`src/rtl/vga_cpu_mem_resp_if.sv`:
```
// CPU-cycle and frame-buffer arbiter signals seen by the graphics memory responder.
interface vga_cpu_mem_resp_if #(
    parameter int unsigned ADDR_W = 20
);
    // CPU cycle side
    logic              g_memwr;
    logic              g_memrd;
    logic [ADDR_W-1:0] val_mrdwr_addr;
    logic [7:0]        fin_plane_sel;
    logic [31:0]       g_graph_data_out;
    logic              m_cpu_ff_full;
    logic              m_memrd_ready_n;
    logic [31:0]       g_graph_data_in;
    // arbiter side
    logic              mem_req;
    logic              mem_we;
    logic [ADDR_W-1:0] mem_addr;
    logic [3:0]        mem_be;
    logic [31:0]       mem_wdata;
    logic              mem_gnt;
    logic              mem_rvalid;
    logic [31:0]       mem_rdata;

    // responder view
    modport slave (
        input  g_memwr, g_memrd, val_mrdwr_addr, fin_plane_sel, g_graph_data_out,
        input  mem_gnt, mem_rvalid, mem_rdata,
        output m_cpu_ff_full, m_memrd_ready_n, g_graph_data_in,
        output mem_req, mem_we, mem_addr, mem_be, mem_wdata
    );

    // graphics top + arbiter view
    modport master (
        output g_memwr, g_memrd, val_mrdwr_addr, fin_plane_sel, g_graph_data_out,
        output mem_gnt, mem_rvalid, mem_rdata,
        input  m_cpu_ff_full, m_memrd_ready_n, g_graph_data_in,
        input  mem_req, mem_we, mem_addr, mem_be, mem_wdata
    );
endinterface

```
`src/rtl/vga_cpu_mem_resp.sv`:
```
// Graphics memory responder: posted-write FIFO plus ordered CPU reads on the
// frame-buffer arbiter port. Optional VGA_FF_OVF_EN adds a sticky ff_ovf output
// flagging writes dropped on a full FIFO.
module vga_cpu_mem_resp #(
    parameter int unsigned FF_DEPTH = 8,
    parameter int unsigned ADDR_W   = 20
) (
    input  logic mem_clk,
    input  logic h_reset,
`ifdef VGA_FF_OVF_EN
    output logic ff_ovf,
`endif
    vga_cpu_mem_resp_if.slave bus
);
    localparam int unsigned PTR_W = (FF_DEPTH > 1) ? $clog2(FF_DEPTH) : 1;
    localparam int unsigned CNT_W = PTR_W + 1;
    localparam logic [CNT_W-1:0] FULL_CNT = CNT_W'(FF_DEPTH);

    typedef struct packed {
        logic [ADDR_W-1:0] addr;
        logic [3:0]        be;
        logic [31:0]       data;
    } entry_t;

    typedef enum logic [1:0] {IDLE, WR_REQ, RD_REQ, RD_WAIT} state_t;

    entry_t            r_fifo [FF_DEPTH];
    logic [PTR_W-1:0]  r_wr_ptr, r_rd_ptr;
    logic [CNT_W-1:0]  r_count, r_snap;
    logic              r_full, r_rd_pend;
    logic [ADDR_W-1:0] r_rd_addr;
    state_t            r_state;

    logic              r_mem_req, r_mem_we, r_ready_n;
    logic [ADDR_W-1:0] r_mem_addr;
    logic [3:0]        r_mem_be;
    logic [31:0]       r_mem_wdata, r_rdata;

    logic              w_push, w_pop, w_rd_cap, w_rd_done, w_decide;
    logic [CNT_W-1:0]  w_count_nx, w_avail, w_snap_eff;
    logic [PTR_W-1:0]  w_head_ptr;
    state_t            w_state_nx;
    logic              w_req_nx, w_we_nx;
    logic [ADDR_W-1:0] w_addr_nx;
    logic [3:0]        w_be_nx;
    logic [31:0]       w_wdata_nx;
    logic              w_unused_sel;

    assign w_unused_sel = ^bus.fin_plane_sel[7:4];

    assign w_push     = bus.g_memwr && (r_count != FULL_CNT);
    assign w_pop      = (r_state == WR_REQ) && bus.mem_gnt;
    assign w_rd_cap   = bus.g_memrd && !r_rd_pend;
    assign w_rd_done  = (r_state == RD_WAIT) && bus.mem_rvalid;
    assign w_count_nx = r_count + CNT_W'(w_push) - CNT_W'(w_pop);

    // FIFO storage; validity is tracked by the pointers, so no reset needed
    always_ff @(posedge mem_clk) begin
        if (w_push) begin
            r_fifo[r_wr_ptr] <= '{addr: bus.val_mrdwr_addr,
                                  be:   bus.fin_plane_sel[3:0],
                                  data: bus.g_graph_data_out};
        end
    end

    // FIFO pointers, occupancy and registered full flag
    always_ff @(posedge mem_clk or posedge h_reset) begin
        if (h_reset) begin
            r_wr_ptr <= '0;
            r_rd_ptr <= '0;
            r_count  <= '0;
            r_full   <= 1'b0;
        end else begin
            if (w_push) r_wr_ptr <= r_wr_ptr + PTR_W'(1);
            if (w_pop)  r_rd_ptr <= r_rd_ptr + PTR_W'(1);
            r_count <= w_count_nx;
            r_full  <= (w_count_nx == FULL_CNT);
        end
    end

    // Read capture; snapshot counts writes older than the pending read
    always_ff @(posedge mem_clk or posedge h_reset) begin
        if (h_reset) begin
            r_rd_pend <= 1'b0;
            r_rd_addr <= '0;
            r_snap    <= '0;
        end else if (w_rd_cap) begin
            r_rd_pend <= 1'b1;
            r_rd_addr <= bus.val_mrdwr_addr;
            r_snap    <= w_count_nx;
        end else begin
            if (w_pop && (r_snap != '0)) r_snap <= r_snap - CNT_W'(1);
            if (w_rd_done)               r_rd_pend <= 1'b0;
        end
    end

    // FSM state register
    always_ff @(posedge mem_clk or posedge h_reset) begin
        if (h_reset) r_state <= IDLE;
        else         r_state <= w_state_nx;
    end

    // Next state and next arbiter request; a granted write re-decides in the same cycle
    always_comb begin
        w_state_nx = r_state;
        w_decide   = 1'b0;
        w_avail    = r_count;
        w_snap_eff = r_snap;
        w_head_ptr = r_rd_ptr;
        w_req_nx   = 1'b0;
        w_we_nx    = 1'b0;
        w_addr_nx  = '0;
        w_be_nx    = 4'h0;
        w_wdata_nx = 32'h0;
        case (r_state)
            IDLE:    w_decide = 1'b1;
            WR_REQ: begin
                if (bus.mem_gnt) begin
                    w_decide   = 1'b1;
                    w_avail    = r_count - CNT_W'(1);
                    w_head_ptr = r_rd_ptr + PTR_W'(1);
                    if (r_snap != '0) w_snap_eff = r_snap - CNT_W'(1);
                end
            end
            RD_REQ:  if (bus.mem_gnt)    w_state_nx = RD_WAIT;
            RD_WAIT: if (bus.mem_rvalid) w_state_nx = IDLE;
            default: w_state_nx = IDLE;
        endcase
        if (w_decide) begin
            if (r_rd_pend && (w_snap_eff == '0)) w_state_nx = RD_REQ;
            else if (w_avail != '0)              w_state_nx = WR_REQ;
            else                                 w_state_nx = IDLE;
        end
        if (w_state_nx == WR_REQ) begin
            w_req_nx   = 1'b1;
            w_we_nx    = 1'b1;
            w_addr_nx  = r_fifo[w_head_ptr].addr;
            w_be_nx    = r_fifo[w_head_ptr].be;
            w_wdata_nx = r_fifo[w_head_ptr].data;
        end else if (w_state_nx == RD_REQ) begin
            w_req_nx  = 1'b1;
            w_addr_nx = r_rd_addr;
            w_be_nx   = 4'hF;
        end
    end

    // Registered arbiter request and CPU read return
    always_ff @(posedge mem_clk or posedge h_reset) begin
        if (h_reset) begin
            r_mem_req   <= 1'b0;
            r_mem_we    <= 1'b0;
            r_mem_addr  <= '0;
            r_mem_be    <= 4'h0;
            r_mem_wdata <= 32'h0;
            r_ready_n   <= 1'b1;
            r_rdata     <= 32'h0;
        end else begin
            r_mem_req   <= w_req_nx;
            r_mem_we    <= w_we_nx;
            r_mem_addr  <= w_addr_nx;
            r_mem_be    <= w_be_nx;
            r_mem_wdata <= w_wdata_nx;
            r_ready_n   <= !w_rd_done;
            if (w_rd_done) r_rdata <= bus.mem_rdata;
        end
    end

`ifdef VGA_FF_OVF_EN
    logic w_full_drop;
    logic r_ff_ovf;
    assign w_full_drop = bus.g_memwr && (r_count == FULL_CNT);

    // Sticky flag for writes lost to a full FIFO
    always_ff @(posedge mem_clk or posedge h_reset) begin
        if (h_reset)          r_ff_ovf <= 1'b0;
        else if (w_full_drop) r_ff_ovf <= 1'b1;
    end
    assign ff_ovf = r_ff_ovf;
`endif

    assign bus.m_cpu_ff_full   = r_full;
    assign bus.m_memrd_ready_n = r_ready_n;
    assign bus.g_graph_data_in = r_rdata;
    assign bus.mem_req         = r_mem_req;
    assign bus.mem_we          = r_mem_we;
    assign bus.mem_addr        = r_mem_addr;
    assign bus.mem_be          = r_mem_be;
    assign bus.mem_wdata       = r_mem_wdata;
endmodule

```
`src/flat_wrapper.sv`:
```
// flat-port wrapper written by rule: the top's interface ports become plain ports
module vga_cpu_mem_resp_flat 
#(
    parameter int unsigned FF_DEPTH = 8,
    parameter int unsigned ADDR_W   = 20
)
  (mem_clk, h_reset, bus_g_memwr, bus_g_memrd, bus_val_mrdwr_addr, bus_fin_plane_sel, bus_g_graph_data_out, bus_mem_gnt, bus_mem_rvalid, bus_mem_rdata, bus_m_cpu_ff_full, bus_m_memrd_ready_n, bus_g_graph_data_in, bus_mem_req, bus_mem_we, bus_mem_addr, bus_mem_be, bus_mem_wdata);
  vga_cpu_mem_resp_if #(.ADDR_W(ADDR_W)) bus_i ();
  input  logic mem_clk;
  input  logic h_reset;
  input wire logic [$bits(bus_i.g_memwr)-1:0] bus_g_memwr;
  input wire logic [$bits(bus_i.g_memrd)-1:0] bus_g_memrd;
  input wire logic [$bits(bus_i.val_mrdwr_addr)-1:0] bus_val_mrdwr_addr;
  input wire logic [$bits(bus_i.fin_plane_sel)-1:0] bus_fin_plane_sel;
  input wire logic [$bits(bus_i.g_graph_data_out)-1:0] bus_g_graph_data_out;
  input wire logic [$bits(bus_i.mem_gnt)-1:0] bus_mem_gnt;
  input wire logic [$bits(bus_i.mem_rvalid)-1:0] bus_mem_rvalid;
  input wire logic [$bits(bus_i.mem_rdata)-1:0] bus_mem_rdata;
  output wire logic [$bits(bus_i.m_cpu_ff_full)-1:0] bus_m_cpu_ff_full;
  output wire logic [$bits(bus_i.m_memrd_ready_n)-1:0] bus_m_memrd_ready_n;
  output wire logic [$bits(bus_i.g_graph_data_in)-1:0] bus_g_graph_data_in;
  output wire logic [$bits(bus_i.mem_req)-1:0] bus_mem_req;
  output wire logic [$bits(bus_i.mem_we)-1:0] bus_mem_we;
  output wire logic [$bits(bus_i.mem_addr)-1:0] bus_mem_addr;
  output wire logic [$bits(bus_i.mem_be)-1:0] bus_mem_be;
  output wire logic [$bits(bus_i.mem_wdata)-1:0] bus_mem_wdata;
  assign bus_i.g_memwr = bus_g_memwr;
  assign bus_i.g_memrd = bus_g_memrd;
  assign bus_i.val_mrdwr_addr = bus_val_mrdwr_addr;
  assign bus_i.fin_plane_sel = bus_fin_plane_sel;
  assign bus_i.g_graph_data_out = bus_g_graph_data_out;
  assign bus_i.mem_gnt = bus_mem_gnt;
  assign bus_i.mem_rvalid = bus_mem_rvalid;
  assign bus_i.mem_rdata = bus_mem_rdata;
  assign bus_m_cpu_ff_full = bus_i.m_cpu_ff_full;
  assign bus_m_memrd_ready_n = bus_i.m_memrd_ready_n;
  assign bus_g_graph_data_in = bus_i.g_graph_data_in;
  assign bus_mem_req = bus_i.mem_req;
  assign bus_mem_we = bus_i.mem_we;
  assign bus_mem_addr = bus_i.mem_addr;
  assign bus_mem_be = bus_i.mem_be;
  assign bus_mem_wdata = bus_i.mem_wdata;
  vga_cpu_mem_resp #(.FF_DEPTH(FF_DEPTH), .ADDR_W(ADDR_W)) u_core (.mem_clk(mem_clk), .h_reset(h_reset), .bus(bus_i));
endmodule
```
`config.mk`:
```
export PLATFORM = sky130hd
export DESIGN_NAME = vga_cpu_mem_resp_flat
export DESIGN_NICKNAME = d
export VERILOG_FILES = /design/src/rtl/vga_cpu_mem_resp_if.sv /design/src/rtl/vga_cpu_mem_resp.sv /design/src/flat_wrapper.sv
export SDC_FILE = /design/constraint.sdc
export NUM_CORES = 1
export LEC_CHECK = 0
export ABC_CLOCK_PERIOD_IN_PS = 7100
export CAP_MARGIN = 30
export CORE_MARGIN = 2
export CORE_UTILIZATION = 50
export CTS_CLUSTER_SIZE = 10
export DETAILED_ROUTE_END_ITERATION = 6
export PLACE_DENSITY = 0.7
export REMOVE_ABC_BUFFERS = 1
export SLEW_MARGIN = 40
export SYNTH_ARGS = -nofsm -noshare
export SYNTH_HDL_FRONTEND = slang
export SYNTH_SLANG_ARGS = --single-unit
```
`constraint.sdc`:
```
create_clock -name mem_clk -period 7.1 [get_ports mem_clk]
set_input_delay 0.71 -clock mem_clk [delete_from_list [all_inputs] [get_ports mem_clk]]
set_output_delay 0.71 -clock mem_clk [all_outputs]
set_load 0.1 [all_outputs]
```
==> metrics.md <==
| Metric | Value |
|---|---|
| Die X-Extent | `220.9 um` |
| WL final | `56,560 um` |
| Total CTS buffers | `68` |
| TritonCTS clock tree | `yes` |
| Root Buffer | `clkbuf_16` |
| Critical path's largest stage delay | `660 ps` |
| # IOs | `190` |
| Total gr overflow | `0` |
| Mapped Cells | `1,565` |
| Vias per cell | `6.176` |
| RSZ-0062 raised after global routing | `no` |
| Skew-Pair Late Insertion Delay | `600 ps` |
| Die ar. | `48,820 um^2` |
| Post-CTS resize count | `0` |
| Gr usage total | `0.2295` |
| Outcome | `finished clean` |
| Vias in the first global route | `15.14k` |
| Tightest Hold Check Type | `reg -> reg` |
| CP Class | `in -> reg` |
| Post-DRT Antenna Nets | `0` |
| DR pass1 iterations | `5` |
| Fillers | `3,480` |
| Synth top area share | `0.5717` |
| Internal reg-to-reg setup slack | `2640 ps` |
| Worst reg2reg path depth | `12` |
| Hold-fix buffers at CTS | `0` |
| Fin. Hold Viols | `0` |
| Critical Path Start | `bus_mem_gnt` |
| Fmax | `217.9 MHz` |
| Crit path to | `u_core.bus.mem_addr[4]` |
| Drt wl/cell | `23.56 um` |
| Rel. slew slack | `0.4436` |
| Share of cells above drive strength 1 | `0.2039` |
| I/O Buffers | `185` |
| Max-Cap Viols | `0` |
| Crit Path Max Fanout | `25` |
| Required time of the critical path | `7580 ps` |
| Crit-path most repeated cell | `and3_1` |
| GPL Wtd Cong | `0.7741` |
| Number of synthesized flops with an enable pin | `448` |
| Measured slew at the worst slew-check pin | `834.5 ps` |
| Cell accounting for the most synthesized area | `edfxtp_1` |
| Pins Over Slew Limit | `0` |
| Synthesized cell area | `23,530 um^2` |
| Largest net degree at the start of global routing | `88` |
| RR Endpoint | `u_core.bus.mem_addr[4]` |
| Htree depth | `3` |
| Cell variety after synth | `60` |
| Clock buffer depth | `3` |
| Detailed-route DRC error count | `0` |
| Worst R2R Start | `u_core.r_state[0]` |
| Main area contributors after synthesis | `edfxtp_1, dfrtp_1, mux2_2` |
| Starting DRT DRC Count | `1,514` |
| HPWL after DPL | `29,410 um` |
| First-pass GRT wire length | `87,130 um` |
| Crit-path cells | `clkdlybuf4s50_1 -> nand3b_4 -> a21oi_1 -> nor3_1 -> o21ai_0 -> and3_1 -> ha_1 -> nor2b_1 -> mux2_4 -> and2_1 -> buf_4 -> nand3_1 -> and3_1` |
| CP arrival | `5070 ps` |
| Num rows | `79` |
| Syn-to-layout area delta | `17.66%` |
| NumNets Final | `1,854` |
| Setup TNS | `0 ps` |
| Top FF cell, synth | `edfxtp_1` |
| Avg Inst Size Synth | `15.04 um^2` |
| Register area share after synthesis | `0.7089` |
| Fin crit period | `4590 ps` |
| Seq cells post-synth | `577` |
| Startpoint Class | `primary input` |
| Post-synth ARST share | `0.2236` |
| CP Capture Type | `flip-flop` |
| CTS Sinks | `577` |
| Reg clk slew, reported paths | `50 ps` |
| Total number of vias | `14.82k` |
| CORE AREA | `46,460 um^2` |
| Starting Density | `0.5065` |
| Worst Skew | `18.48 ps` |
| Slowest cell on crit path | `clkdlybuf4s50_1` |
| Postcts setup bufs | `0` |
| YS warnings | `0` |
| Initial antenna violation count | `6` |
| Height of the die | `220.9 um` |
| Final setup viols | `0` |
| Fin crit share | `0.6465` |
-- through the flow --
| stage | instance area [um^2] | hold slack, ps | utilization | setup slack, ps | std cells |
|---|---|---|---|---|---|
| 4_1_cts | 27670 | 503.4 | 0.5957 | 2580 | 2397 |
| 2_1_floorplan | 23040 | 464.5 | - | 1498 | 1454 |
| 5_1_grt | 27690 | 516.2 | 0.5960 | 2303 | 2400 |
| 3_5_place_dp | 25650 | 490.6 | 0.5522 | 1984 | 2278 |
| 6_report | 27690 | 497.7 | 0.5960 | 2510 | 2400 |
| 3_3_place_gp | 25950 | 485.6 | 0.5587 | 2134 | 2273 |
-- registers in the layout, indices dropped and copies added (netlist names) --
name                        count
u_core.bus.g_graph_data_in     32
u_core.bus.m_cpu_ff_full        1
u_core.bus.m_memrd_ready_n      1
u_core.bus.mem_addr            20
u_core.bus.mem_be               4
u_core.bus.mem_req              1
u_core.bus.mem_wdata           32
u_core.bus.mem_we               1
u_core.r_count                  4
u_core.r_fifo                 448
u_core.r_rd_addr               20
u_core.r_rd_pend                1
u_core.r_rd_ptr                 3
u_core.r_snap                   4
u_core.r_state                  2
u_core.r_wr_ptr                 3
-- critical path, delay by kind of cell --
kind / cells / cell delay (ps)
AOI/OAI and AO/OA: 2 / 770
muxes: 1 / 530
buffers and inverters: 2 / 980
adders and majority gates: 1 / 410
and+or+nand+nor: 7 / 1650
-- layer usage --
layer | GRT usage | vias up | part of all wire
met2 | 0.3769 | 626 | 0.49
met3 | 0.04103 | 103 | 0.070
met5 | 0 | - | 0.00069
met1 | 0.3044 | 7501 | 0.41
li1 | - | 6587 | -
met4 | 0.09331 | 6 | 0.025
-- cell families (layout without fill, tap and decap cells) --
kind of cell | Yosys count | in the layout | share of synthesized area
xor+xnor | 12 | 12 | 0.004785
flops | 577 | 577 | 0.7089
simple gates | 273 | 273 | 0.05556
mux | 178 | 178 | 0.08470
fa+ha+maj | 15 | 15 | 0.008294
compound gates | 384 | 384 | 0.1145
buf+inv | 126 | 351 | 0.02323
other cells | 0 | 3 | 0
-- synth_stat cells, drive strengths merged (2+ instances only) --
cell type,instances
or2,2
nor2b,5
o22ai,24
nand2b,9
nand3b,2
a2111oi,2
dfrtp,128
a2bb2oi,3
o221ai,135
inv,15
and3,21
buf,48
nor3,14
mux2i,32
nor2,11
xnor2,7
a211oi,2
ha,14
a21o,2
edfxtp,448
o311ai,19
o2111ai,5
a22oi,32
a21oi,88
o21ai,62
o31a,3
clkbuf,63
and2,4
nand3,68
nor3b,3
nand2,129
mux2,146
xor2,5
-- cell type report --
type / count / area [um^2] / share of cell area
sequential: 577 / 16680 / 0.6026
multi-input combinational: 862 / 6392 / 0.2309
clock buffer: 112 / 1931 / 0.06972
timing repair buffer: 217 / 1757 / 0.06344
tap: 607 / 759.5 / 0.02743
clock inverter: 7 / 90.09 / 0.003253
inverter: 15 / 67.56 / 0.002440
antenna: 3 / 7.507 / 0.0002711
-- worst min-delay path by stage --
| stage | slack [ps] | cells past startpoint | endpoint | start |
|---|---|---|---|---|
| CTS | 500 | 1 | u_core.bus.g_graph_data_in[2] | u_core.bus.g_graph_data_in[2] |
| floorplan | 460 | 1 | u_core.r_rd_pend | u_core.r_rd_pend |
| detailed placement | 490 | 1 | u_core.bus.g_graph_data_in[2] | u_core.bus.g_graph_data_in[2] |
| global route | 520 | 1 | u_core.bus.g_graph_data_in[12] | u_core.bus.g_graph_data_in[12] |
| global placement | 490 | 1 | u_core.bus.g_graph_data_in[2] | u_core.bus.g_graph_data_in[2] |
| finish | 500 | 1 | u_core.bus.g_graph_data_in[27] | u_core.bus.g_graph_data_in[27] |
-- layout by cell type (no fill, tap or decap), types with 29 or more instances in the layout --
cell,Yosys,layout
clkdlybuf4s50_1,0,93
mux2i_1,30,29
mux2_2,134,134
nand3_1,68,68
dfrtp_1,128,126
a21oi_1,88,88
o221ai_1,135,135
nand2_1,129,129
clkbuf_1,62,41
o21ai_0,62,62
buf_2,38,92
clkbuf_16,0,71
edfxtp_1,448,448
a22oi_1,32,32
Power is not shown: default switching activity piles up to over one toggle a cycle in this logic, so the estimate is an artifact.
